$ cat src/rtl/bnn_mem_responder_pkg.sv
// bnn_mem_pkg: shared definitions for the BNN memory responder.
//   - rw command encodings (idle/read/write/illegal)
//   - sticky error codes
//   - responder state encoding (CLEAR / READY)
//   - sat_inc: saturating 32-bit increment used by the optional access
//     counters (ACCESS_CNT_EN)
package bnn_mem_pkg;

  typedef enum logic [1:0] {
    RW_IDLE    = 2'b00,
    RW_READ    = 2'b01,
    RW_WRITE   = 2'b10,
    RW_ILLEGAL = 2'b11
  } rw_e;

  typedef enum logic [1:0] {
    ERR_NONE  = 2'b00,
    ERR_RANGE = 2'b01,
    ERR_RW    = 2'b10
  } err_code_e;

  typedef enum logic {
    CLEAR = 1'b0,
    READY = 1'b1
  } state_e;

  function automatic logic [31:0] sat_inc(input logic [31:0] v);
    return (&v) ? v : v + 32'd1;
  endfunction

endpackage

$ cat src/rtl/bnn_mem_responder_if.sv
// bnn_mem_responder_if: fetch bus between the compute engine (master) and a
// memory responder (slave).
//   master drives : addr, sel, rw, wdata
//   slave drives  : rdata, rvalid, ready, err, err_code
interface bnn_mem_responder_if #(
  parameter int ADDR_LEN = 10,
  parameter int DATA_LEN = 1,
  parameter int SEL_LEN  = 2,
  parameter int RW_LEN   = 2
);
  logic [ADDR_LEN-1:0] addr;
  logic [SEL_LEN-1:0]  sel;
  logic [RW_LEN-1:0]   rw;
  logic [DATA_LEN-1:0] wdata;
  logic [DATA_LEN-1:0] rdata;
  logic                rvalid;
  logic                ready;
  logic                err;
  logic [1:0]          err_code;

  modport master (
    output addr, sel, rw, wdata,
    input  rdata, rvalid, ready, err, err_code
  );

  modport slave (
    input  addr, sel, rw, wdata,
    output rdata, rvalid, ready, err, err_code
  );
endinterface

$ cat src/rtl/bnn_mem_responder_mem_bank.sv
// mem_bank: single-port synchronous RAM, DEPTH x DATA_LEN.
//   clk   : clock
//   we    : write enable (mem[addr] <= wdata)
//   re    : read enable  (rdata register <= mem[addr])
//   addr  : word address
//   wdata : write data
//   rdata : registered read data; holds until the next enabled read
// The caller never asserts we and re together, so no collision rule is needed.
module mem_bank #(
  parameter int DEPTH    = 784,
  parameter int ADDR_LEN = 10,
  parameter int DATA_LEN = 1
) (
  input  logic                clk,
  input  logic                we,
  input  logic                re,
  input  logic [ADDR_LEN-1:0] addr,
  input  logic [DATA_LEN-1:0] wdata,
  output logic [DATA_LEN-1:0] rdata
);
  logic [DATA_LEN-1:0] mem [DEPTH];
  logic [DATA_LEN-1:0] rdata_q;

  always_ff @(posedge clk) begin
    if (we) mem[addr] <= wdata;
    if (re) rdata_q <= mem[addr];
  end

  assign rdata = rdata_q;
endmodule

$ cat src/rtl/bnn_mem_responder.sv
// bnn_mem_responder: memory-side responder for the compute engine fetch bus.
// After reset a clear sequencer writes zero to every word of all banks
// (DEPTH cycles), then requests are served from NUM_BANKS = 2**SEL_LEN banks.
//   clk, rst : clock, synchronous active-high reset
//   bus      : bnn_mem_responder_if.slave (addr/sel/rw/wdata in,
//              rdata/rvalid/ready/err/err_code out)
//   rd_cnt, wr_cnt : saturating counts of accepted in-range reads / writes,
//              present only when ACCESS_CNT_EN is defined
module bnn_mem_responder
  import bnn_mem_pkg::*;
#(
  parameter int ADDR_LEN = 10,
  parameter int DEPTH    = 784,
  parameter int DATA_LEN = 1,
  parameter int SEL_LEN  = 2,
  parameter int RW_LEN   = 2
) (
  input  logic clk,
  input  logic rst,
  bnn_mem_responder_if.slave bus
`ifdef ACCESS_CNT_EN
  ,
  output logic [31:0] rd_cnt,
  output logic [31:0] wr_cnt
`endif
);
  localparam int NUM_BANKS = 2 ** SEL_LEN;
  localparam logic [ADDR_LEN:0]   DEPTH_W   = (ADDR_LEN + 1)'(DEPTH);
  localparam logic [ADDR_LEN-1:0] LAST_ADDR = ADDR_LEN'(DEPTH - 1);

  // ---------------- clear sequencer FSM ----------------
  state_e              state_q, state_d;
  logic [ADDR_LEN-1:0] clear_ptr_q, clear_ptr_d;
  logic                ready, clearing;

  always_ff @(posedge clk) begin
    if (rst) begin
      state_q     <= CLEAR;
      clear_ptr_q <= '0;
    end else begin
      state_q     <= state_d;
      clear_ptr_q <= clear_ptr_d;
    end
  end

  always_comb begin
    state_d     = state_q;
    clear_ptr_d = clear_ptr_q;
    case (state_q)
      CLEAR: begin
        clear_ptr_d = clear_ptr_q + 1'b1;
        if (clear_ptr_q == LAST_ADDR) begin
          state_d     = READY;
          clear_ptr_d = '0;
        end
      end
      default: state_d = READY;
    endcase
  end

  always_comb begin
    ready    = (state_q == READY);
    clearing = (state_q == CLEAR);
  end

  // ---------------- request decode ----------------
  logic in_range, is_rd, is_wr, is_ill, rd_ok, wr_ok, rd_oor, wr_oor;

  always_comb begin
    in_range = ({1'b0, bus.addr} < DEPTH_W);
    is_rd    = ready && (bus.rw == RW_READ);
    is_wr    = ready && (bus.rw == RW_WRITE);
    is_ill   = ready && (bus.rw == RW_ILLEGAL);
    rd_ok    = is_rd && in_range;
    wr_ok    = is_wr && in_range;
    rd_oor   = is_rd && !in_range;
    wr_oor   = is_wr && !in_range;
  end

  // ---------------- banks ----------------
  logic [ADDR_LEN-1:0]  bank_addr;
  logic [DATA_LEN-1:0]  bank_wdata;
  logic [NUM_BANKS-1:0] bank_we, bank_re;
  logic [DATA_LEN-1:0]  bank_rdata [NUM_BANKS];

  // While clearing, every bank is written with zero at clear_ptr in parallel.
  always_comb begin
    bank_addr  = clearing ? clear_ptr_q : bus.addr;
    bank_wdata = clearing ? '0 : bus.wdata;
  end

  genvar gi;
  generate
    for (gi = 0; gi < NUM_BANKS; gi++) begin : g_bank
      assign bank_we[gi] = clearing || (wr_ok && (bus.sel == SEL_LEN'(gi)));
      assign bank_re[gi] = rd_ok && (bus.sel == SEL_LEN'(gi));

      mem_bank #(
        .DEPTH   (DEPTH),
        .ADDR_LEN(ADDR_LEN),
        .DATA_LEN(DATA_LEN)
      ) u_bank (
        .clk  (clk),
        .we   (bank_we[gi]),
        .re   (bank_re[gi]),
        .addr (bank_addr),
        .wdata(bank_wdata),
        .rdata(bank_rdata[gi])
      );
    end
  endgenerate

  // ---------------- read response ----------------
  // rdata is steered from the bank that served the last read. Bank read
  // registers only change on their own reads, so the mux output holds between
  // reads. last_zero_q forces 0 after reset and after an out-of-range read.
  logic               rvalid_q, rvalid_d;
  logic               last_zero_q, last_zero_d;
  logic [SEL_LEN-1:0] last_sel_q, last_sel_d;

  always_comb begin
    rvalid_d    = rd_ok || rd_oor;
    last_zero_d = last_zero_q;
    last_sel_d  = last_sel_q;
    if (rd_ok) begin
      last_zero_d = 1'b0;
      last_sel_d  = bus.sel;
    end else if (rd_oor) begin
      last_zero_d = 1'b1;
    end
  end

  always_ff @(posedge clk) begin
    if (rst) begin
      rvalid_q    <= 1'b0;
      last_zero_q <= 1'b1;
      last_sel_q  <= '0;
    end else begin
      rvalid_q    <= rvalid_d;
      last_zero_q <= last_zero_d;
      last_sel_q  <= last_sel_d;
    end
  end

  // ---------------- sticky error latch ----------------
  logic      err_q, err_d;
  err_code_e err_code_q, err_code_d;

  always_comb begin
    err_d      = err_q;
    err_code_d = err_code_q;
    if (!err_q) begin
      if (is_ill) begin
        err_d      = 1'b1;
        err_code_d = ERR_RW;
      end else if (rd_oor || wr_oor) begin
        err_d      = 1'b1;
        err_code_d = ERR_RANGE;
      end
    end
  end

  always_ff @(posedge clk) begin
    if (rst) begin
      err_q      <= 1'b0;
      err_code_q <= ERR_NONE;
    end else begin
      err_q      <= err_d;
      err_code_q <= err_code_d;
    end
  end

  assign bus.rdata    = last_zero_q ? '0 : bank_rdata[last_sel_q];
  assign bus.rvalid   = rvalid_q;
  assign bus.ready    = ready;
  assign bus.err      = err_q;
  assign bus.err_code = err_code_q;

`ifdef ACCESS_CNT_EN
  logic [31:0] rd_cnt_q, rd_cnt_d, wr_cnt_q, wr_cnt_d;

  always_comb begin
    rd_cnt_d = rd_ok ? sat_inc(rd_cnt_q) : rd_cnt_q;
    wr_cnt_d = wr_ok ? sat_inc(wr_cnt_q) : wr_cnt_q;
  end

  always_ff @(posedge clk) begin
    if (rst) begin
      rd_cnt_q <= '0;
      wr_cnt_q <= '0;
    end else begin
      rd_cnt_q <= rd_cnt_d;
      wr_cnt_q <= wr_cnt_d;
    end
  end

  assign rd_cnt = rd_cnt_q;
  assign wr_cnt = wr_cnt_q;
`endif

endmodule
$ cat src/flat_wrapper.sv
// flat-port wrapper written by rule: the top's interface ports become plain ports
module bnn_mem_responder_flat import bnn_mem_pkg::*;
#(
  parameter int ADDR_LEN = 10,
  parameter int DEPTH    = 784,
  parameter int DATA_LEN = 1,
  parameter int SEL_LEN  = 2,
  parameter int RW_LEN   = 2
)
  (clk, rst, bus_addr, bus_sel, bus_rw, bus_wdata, bus_rdata, bus_rvalid, bus_ready, bus_err, bus_err_code);
  bnn_mem_responder_if #(.ADDR_LEN(ADDR_LEN), .DATA_LEN(DATA_LEN), .SEL_LEN(SEL_LEN), .RW_LEN(RW_LEN)) bus_i ();
  input  logic clk;
  input  logic rst;
  input wire logic [$bits(bus_i.addr)-1:0] bus_addr;
  input wire logic [$bits(bus_i.sel)-1:0] bus_sel;
  input wire logic [$bits(bus_i.rw)-1:0] bus_rw;
  input wire logic [$bits(bus_i.wdata)-1:0] bus_wdata;
  output wire logic [$bits(bus_i.rdata)-1:0] bus_rdata;
  output wire logic [$bits(bus_i.rvalid)-1:0] bus_rvalid;
  output wire logic [$bits(bus_i.ready)-1:0] bus_ready;
  output wire logic [$bits(bus_i.err)-1:0] bus_err;
  output wire logic [$bits(bus_i.err_code)-1:0] bus_err_code;
  assign bus_i.addr = bus_addr;
  assign bus_i.sel = bus_sel;
  assign bus_i.rw = bus_rw;
  assign bus_i.wdata = bus_wdata;
  assign bus_rdata = bus_i.rdata;
  assign bus_rvalid = bus_i.rvalid;
  assign bus_ready = bus_i.ready;
  assign bus_err = bus_i.err;
  assign bus_err_code = bus_i.err_code;
  bnn_mem_responder #(.ADDR_LEN(ADDR_LEN), .DEPTH(DEPTH), .DATA_LEN(DATA_LEN), .SEL_LEN(SEL_LEN), .RW_LEN(RW_LEN)) u_core (.clk(clk), .rst(rst), .bus(bus_i));
endmodule
$ cat config.mk
export PLATFORM = sky130hd
export DESIGN_NAME = bnn_mem_responder_flat
export DESIGN_NICKNAME = d
export VERILOG_FILES = /design/src/rtl/bnn_mem_responder_pkg.sv /design/src/rtl/bnn_mem_responder_if.sv /design/src/rtl/bnn_mem_responder_mem_bank.sv /design/src/rtl/bnn_mem_responder.sv /design/src/flat_wrapper.sv
export SDC_FILE = /design/constraint.sdc
export NUM_CORES = 2
export LEC_CHECK = 0
export CAP_MARGIN = 5
export CORE_MARGIN = 3
export CORE_UTILIZATION = 35
export DETAILED_ROUTE_END_ITERATION = 6
export GPL_TIMING_DRIVEN = 0
export PLACE_DENSITY_LB_ADDON = 0.05
export REMOVE_ABC_BUFFERS = 1
export SLEW_MARGIN = 20
export SYNTH_ARGS = -nofsm -noshare
export SYNTH_HDL_FRONTEND = slang
export SYNTH_SLANG_ARGS = --single-unit
$ cat constraint.sdc
create_clock -name clk -period 120 [get_ports clk]
set_clock_uncertainty 0.1 [all_clocks]
set_input_delay 24 -clock clk [delete_from_list [all_inputs] [get_ports clk]]
set_output_delay 24 -clock clk [all_outputs]
set_load 0.02 [all_outputs]
Word level (Yosys, flattened, before mapping)
Memories as Yosys holds them, arrays and structs flattened. A register that Yosys moved wholly into a read port is not among the register bits.
Cells that the tools add are included.

storage, ports and cells
  register bits after elaboration = 18
  bits in latches = 0
  memory bits (writable) = 3,136
  memory bits (read-only) = 0
  bits of input ports = 17
  output and inout port bits = 6
  logic and storage cells = 74
  memories = 4

memories
  name                         words  bits a word  rd ports  clocked after memory_dff  wr ports  line                              RTL
  u_core.g_bank[0].u_bank.mem  784    1            1         1                         1         bnn_mem_responder_mem_bank.sv:21  logic [DATA_LEN-1:0] mem [DEPTH];
  u_core.g_bank[1].u_bank.mem  784    1            1         1                         1         bnn_mem_responder_mem_bank.sv:21
  u_core.g_bank[2].u_bank.mem  784    1            1         1                         1         bnn_mem_responder_mem_bank.sv:21
  u_core.g_bank[3].u_bank.mem  784    1            1         1                         1         bnn_mem_responder_mem_bank.sv:21

operators by class
  add/sub/neg operators = 1
  multiply operators = 0
  divide/modulo/power cells = 0
  magnitude comparators = 2
  equal/unequal tests = 7
  shift-type cells = 0
  muxes and demuxes = 24
  bitwise logic cells = 3
  reduce and logical (&&, ||, !) cells = 26

operator list
  kind                     count
  $mux W10                 2
  $mux W1                  19
  $logic_and A1 B1 Y1      15
  $add A10 B1 Y10 const B  1
  $eq A10 B10 Y1 const B   1
  $lt A10 B10 Y1 const B   1
  $eq A2 B2 Y1 const B     4
  $logic_or A1 B1 Y1       6
  $eq A2 B1 Y1 const B     2
  $mux W2                  2
  $reduce_bool A2 Y1       2
  $ge A3 B3 Y1 const B     1
  $not A2 Y3               1
  $bmux W1 S2              1
  $logic_not A2 Y1         1
  $not A1 Y1               2
  $reduce_and A2 Y1        1
  $logic_not A1 Y1         1

Logic depth before layout (Yosys ltp)
  depth after elaboration = 7
  mapped depth = 14
  mapped depth without buffers = 8

By module
Synthesis repeated with hierarchy kept, for this count alone.

unflattened totals
  cells, all modules = 10,482
  area, all modules = 137,380.5 sq um

modules (own cells, without submodules)
  module             instances  cells each  area each (sq um)  sequential area each (sq um)
  mem_bank           4          2,591       34,087.7           23,572.6
  bnn_mem_responder  1          118         1,029.7            360.3

Least setup slack after synthesis
No wires, ideal clock.

  kind = input -> register
  from = input port bus_wdata
  to = memory u_core.g_bank[0].u_bank.mem[0], data pin
  data arrival time = 62.546 ns
  required time = 111.538 ns
  path slack = 48.993 ns
  stages on the path = 1
  cell sequence = and2_1

on the way
  longest elaborated chain between the ends = 1

RTL lines
  what             line                              RTL
  start, declared  flat_wrapper.sv:17                input wire logic [$bits(bus_i.wdata)-1:0] bus_wdata;
  $mux W1          bnn_mem_responder.sv:89           bank_wdata = clearing ? '0 : bus.wdata;
  end, declared    bnn_mem_responder_mem_bank.sv:21

No other way between the ends.

Final worst setup path
  from = input port bus_addr[1]
  to = register u_core.g_bank[1].u_bank.rdata_q (read register of u_core.g_bank[1].u_bank.mem), data pin

on the way
  longest elaborated chain between the ends = 3

RTL lines
  what                 line                              RTL
  start, declared      flat_wrapper.sv:14                input wire logic [$bits(bus_i.addr)-1:0] bus_addr;
  $lt A10 B10 Y1       bnn_mem_responder.sv:70           in_range = ({1'b0, bus.addr} < DEPTH_W);
  $logic_and A1 B1 Y1  bnn_mem_responder.sv:74           rd_ok = is_rd && in_range;
  $logic_and A1 B1 Y1  bnn_mem_responder.sv:96           assign bank_re[gi] = rd_ok && (bus.sel == SEL_LEN'(gi));
  end, declared        bnn_mem_responder_mem_bank.sv:22  logic [DATA_LEN-1:0] rdata_q;

Several ways; a longest one is shown, not always the timed one.
A chain may end at the register's enable or synchronous reset.

==> flow_summary.yaml <==
sta:
  post-route-period-util_pct: 25.2
  whs_ps: 392
  fin_setup_tns_ps: 0
  postLayoutSetupSlackWorst_ps: 89750
  max-slew-margin-rel_pct: 13.9
  timing_max_transition_violations_final: 0
  tightest_slew_ps: 1280
  final_period_minus_worst_setup_slack_ps: 30250
  finalSetupViolCount: 0
  max_clock_freq_mhz: 33.1
  grt_setup_unrepaired: "false"
  timing.final.hold_violations: 0
critical_path:
  critPathKind: "in -> reg"
  path_cells: "clkdlybuf4s50_1, mux2_8, buf_16, buf_16, buf_16, buf_16, buf_16, buf_16, mux2i_1, o22ai_1, nor4_1, a21oi_1, nor4_1, o22ai_1, or4_1"
  crit_fanout: 65
  worstSetupPathDepth: 15
  critPathMaxStageDelay_ps: 780
  cpLargestDelayFamily: "buffers and inverters"
  crit_arrival_ps: 30810
  crit_path_top_delay_cell: "sky130_fd_sc_hd__clkdlybuf4s50_1"
  end_kind: "flip-flop"
  worst_r2r_path_depth: 15
  critPathBufInv: 7
  worstPathRequired_ps: 120560
  cp-start-kind: "primary input"
  path_common_cell: "sky130_fd_sc_hd__buf_16"
floorplan:
  design.core.area_um2: 390000
  dieArea_um2: 400000
  die_w_um: 632
  die-height_um: 632
  placement_rows: 229
  io-pin-count: 23
  floorplan.initialDensity_pct: 35.2
final_layout:
  multi_input_area_um2: 40100
  seq_area_um2: 94700
  areaGrowthSynthToFinish_pct: 18.7
  finalNetCount: 10734
  final_util_pct: 41.8
  layout-drive-gt1-share_pct: 11.8
  fill_cells: 36010
run:
  timing.max_cap.violations: 0
detailed_routing:
  routed_via_density: 5.54
  detail_route.wirelength_um: 502000
  ant_nets: 0
  drc_viols: 0
  detail_route.iter0.violations: 10138
  via_count: 89866
  detail_route.wl_per_cell_um: 30.9
  detailedRoute.firstPassIterationCount: 6
synthesis:
  synth.most_common_cell: "sky130_fd_sc_hd__nor2_1"
  ys_top_cells_by_count: "3,240 x sky130_fd_sc_hd__nor2_1, 3,140 x sky130_fd_sc_hd__edfxtp_1, 1,173 x sky130_fd_sc_hd__mux2i_1"
  yosys_register_bits: 3158
  seq_area_frac_synth_pct: 68.9
  post-synth-top-area-fraction_pct: 68.6
  number_of_flops_mapped_to_enable_cells_by_yosys: 3140
  syn-mean-instance-area_um2: 12.7
  async_flop_share_pct: 0
  post_synth_inst_count: 10803
  yosys.area.top_type: "sky130_fd_sc_hd__edfxtp_1"
  netlist_top_cells_area: "sky130_fd_sc_hd__edfxtp_1 69%, sky130_fd_sc_hd__nor2_1 8.9%, sky130_fd_sc_hd__mux2i_1 8.5%"
  synthesis.yosys.warnings: 0
  synth_ff_type: "sky130_fd_sc_hd__edfxtp_1"
  syn-cell-area_um2: 137000
  synth.lib_cells_used.distinct: 76
power:
  static-leakage-power_uw: 0.0556
  ir_worst_vdd_mv: 0.0110
  power_density_nw_per_um2: 14.8
  clkPwrFrac_pct: 44.9
  p_seq_share_pct: 49.5
  switching_share_pct: 22.3
  share_of_power_burned_in_combinational_logic_pct: 5.6
  net-switching-power_uw: 539
  cellInternalPower_uw: 1870
global_routing:
  grt_use_total_pct: 24.6
  first_global_vias: 88217
  grt_start_max_net_pins: 88
  gr-total-overflow: 0
  wire_length_of_the_first_global_routing_pass_um: 695000
  antenna_found_initial: 47
clocking:
  cts_clk_pin_slew_worst_paths_ps: 60
  clock_sinks: 3158
  clkLatencyLatePin_ps: 930
  cts_setup_buffers: 0
  clock_tree.buffer_depth: 4
  ctsRootBufferMaster: "sky130_fd_sc_hd__clkbuf_16"
  tritoncts: "yes"
  ctsHtreeMaxLevel: 5
  cts_inserted_buffers: 362
  postCtsResizedCells: 0
  hold_buffers: 0
hold_path:
  timing.hold.worst.class: "reg -> reg"
  hold-path-cell-count: 2
placement:
  gpl.final_weighted_congestion: 0.757
  port-buffer-count: 22
  place_ws_ps: 88590
  hpwlAfterDp_um: 319000
run_status:
  run_status: "completed"
logic make-up (layout without fill, tap and decap cells):
family	count (synthesis)	count (layout)	share of synthesized area (%)
adder cells (fa/ha/maj)	1	1	0.00911
flip-flops	3158	3158	68.9
AND/OR/NAND/NOR	4487	4487	12.8
other	0	12	0
multiplexers	1324	1324	11.0
buffers and inverters	920	1121	2.96
XOR/XNOR	7	7	0.0446
AO/OA/AOI/OAI	906	906	4.25
power groups by stage:
stage / registers (uW) / logic, uW / clock network, uW
after global placement: 1220 / 237 / 0
after CTS: 1200 / 137 / 1110
after detailed placement: 1220 / 137 / 0
after global routing: 1190 / 142 / 1150
after floorplan: 1220 / 146 / 0
final: 1200 / 136 / 1080
tightest hold or removal path, cell delays in order, from the launching register on:
cell and delay (ps):
sky130_fd_sc_hd__dfxtp_1 310, sky130_fd_sc_hd__o21ai_0 70, sky130_fd_sc_hd__a21oi_1 60
layer usage:
| layer | share of wire [%] | GRT usage (%) |
|---|---|---|
| met1 | 43 | 34.0 |
| met2 | 47 | 40.4 |
| met3 | 6.2 | 3.22 |
| met4 | 3.1 | 7.11 |
| met5 | 0 | 0 |
placed cells by master, fill, tap and decap left out, types with 13 or more instances in the layout:
cell type                         Yosys  final
sky130_fd_sc_hd__clkinv_2             0     58
sky130_fd_sc_hd__buf_16               0    252
sky130_fd_sc_hd__clkbuf_1           572     89
sky130_fd_sc_hd__buf_8                0     28
sky130_fd_sc_hd__nor4_1             142    137
sky130_fd_sc_hd__clkdlybuf4s50_1      0     22
sky130_fd_sc_hd__bufinv_16            0     27
sky130_fd_sc_hd__buf_4               24     22
sky130_fd_sc_hd__mux2i_1           1173   1170
sky130_fd_sc_hd__a21oi_1            110    105
sky130_fd_sc_hd__clkbuf_16            0    374
sky130_fd_sc_hd__edfxtp_1          3140   3140
sky130_fd_sc_hd__o21ai_0             34     32
sky130_fd_sc_hd__clkinv_1             0     86
sky130_fd_sc_hd__nor2_1            3240   3181
sky130_fd_sc_hd__nand2_2              0     43
sky130_fd_sc_hd__o21ai_4              1     15
sky130_fd_sc_hd__nand2_4              0     56
sky130_fd_sc_hd__mux4_2             144    144
sky130_fd_sc_hd__buf_12               0    133
sky130_fd_sc_hd__nor3_1              23     22
sky130_fd_sc_hd__a22oi_1             69     69
sky130_fd_sc_hd__nand3_1            122    114
sky130_fd_sc_hd__o22ai_1            578    577
sky130_fd_sc_hd__nor2_4               0     53
sky130_fd_sc_hd__dfxtp_1             18     17
sky130_fd_sc_hd__a31oi_1             13     13
sky130_fd_sc_hd__nand2_1            882    783
worst paths after layout:
path / endpoint / startpoint / slack [ps]
worst max-delay path: u_core.g_bank[1].u_bank.rdata / bus_addr[1] / 89750
worst min-delay path: u_core.bus.err_code[1] / u_core.bus.err_code[1] / 390
worst max register to register: u_core.g_bank[1].u_bank.rdata / u_core.bus.ready / 112670
worst min register to register: u_core.bus.err_code[1] / u_core.bus.err_code[1] / 390
cell type report:
class / instances / area share [%]
clock buffers: 466 / 5.97
repair buffers: 464 / 6.42
inverters: 5 / 0.0115
flip-flops and latches: 3158 / 58.0
diodes: 12 / 0.0184
well taps: 5197 / 3.99
clock inverters: 186 / 0.975
multi-input cells: 6725 / 24.6
registers in the layout (all words and copies together) (netlist names):
signal,cells
u_core.bus.ready,1
u_core.last_sel_q,2
u_core.clear_ptr_q,10
u_core.bus.err_code,2
u_core.bus.rvalid,1
u_core.g_bank.u_bank.rdata,4
u_core.last_zero_q,1
u_core.g_bank.u_bank.mem,3136
u_core.bus.err,1
metrics by stage:
step / cells / area (um^2) / total power, uW
final: 16213 / 163000 / 2410
after detailed placement: 15549 / 152000 / 1350
after global placement: 15107 / 140000 / 1450
after global routing: 16209 / 163000 / 2490
after floorplan: 9888 / 133000 / 1360
after CTS: 16201 / 163000 / 2440
No activity file was read; power rests on OpenSTA's default activity.
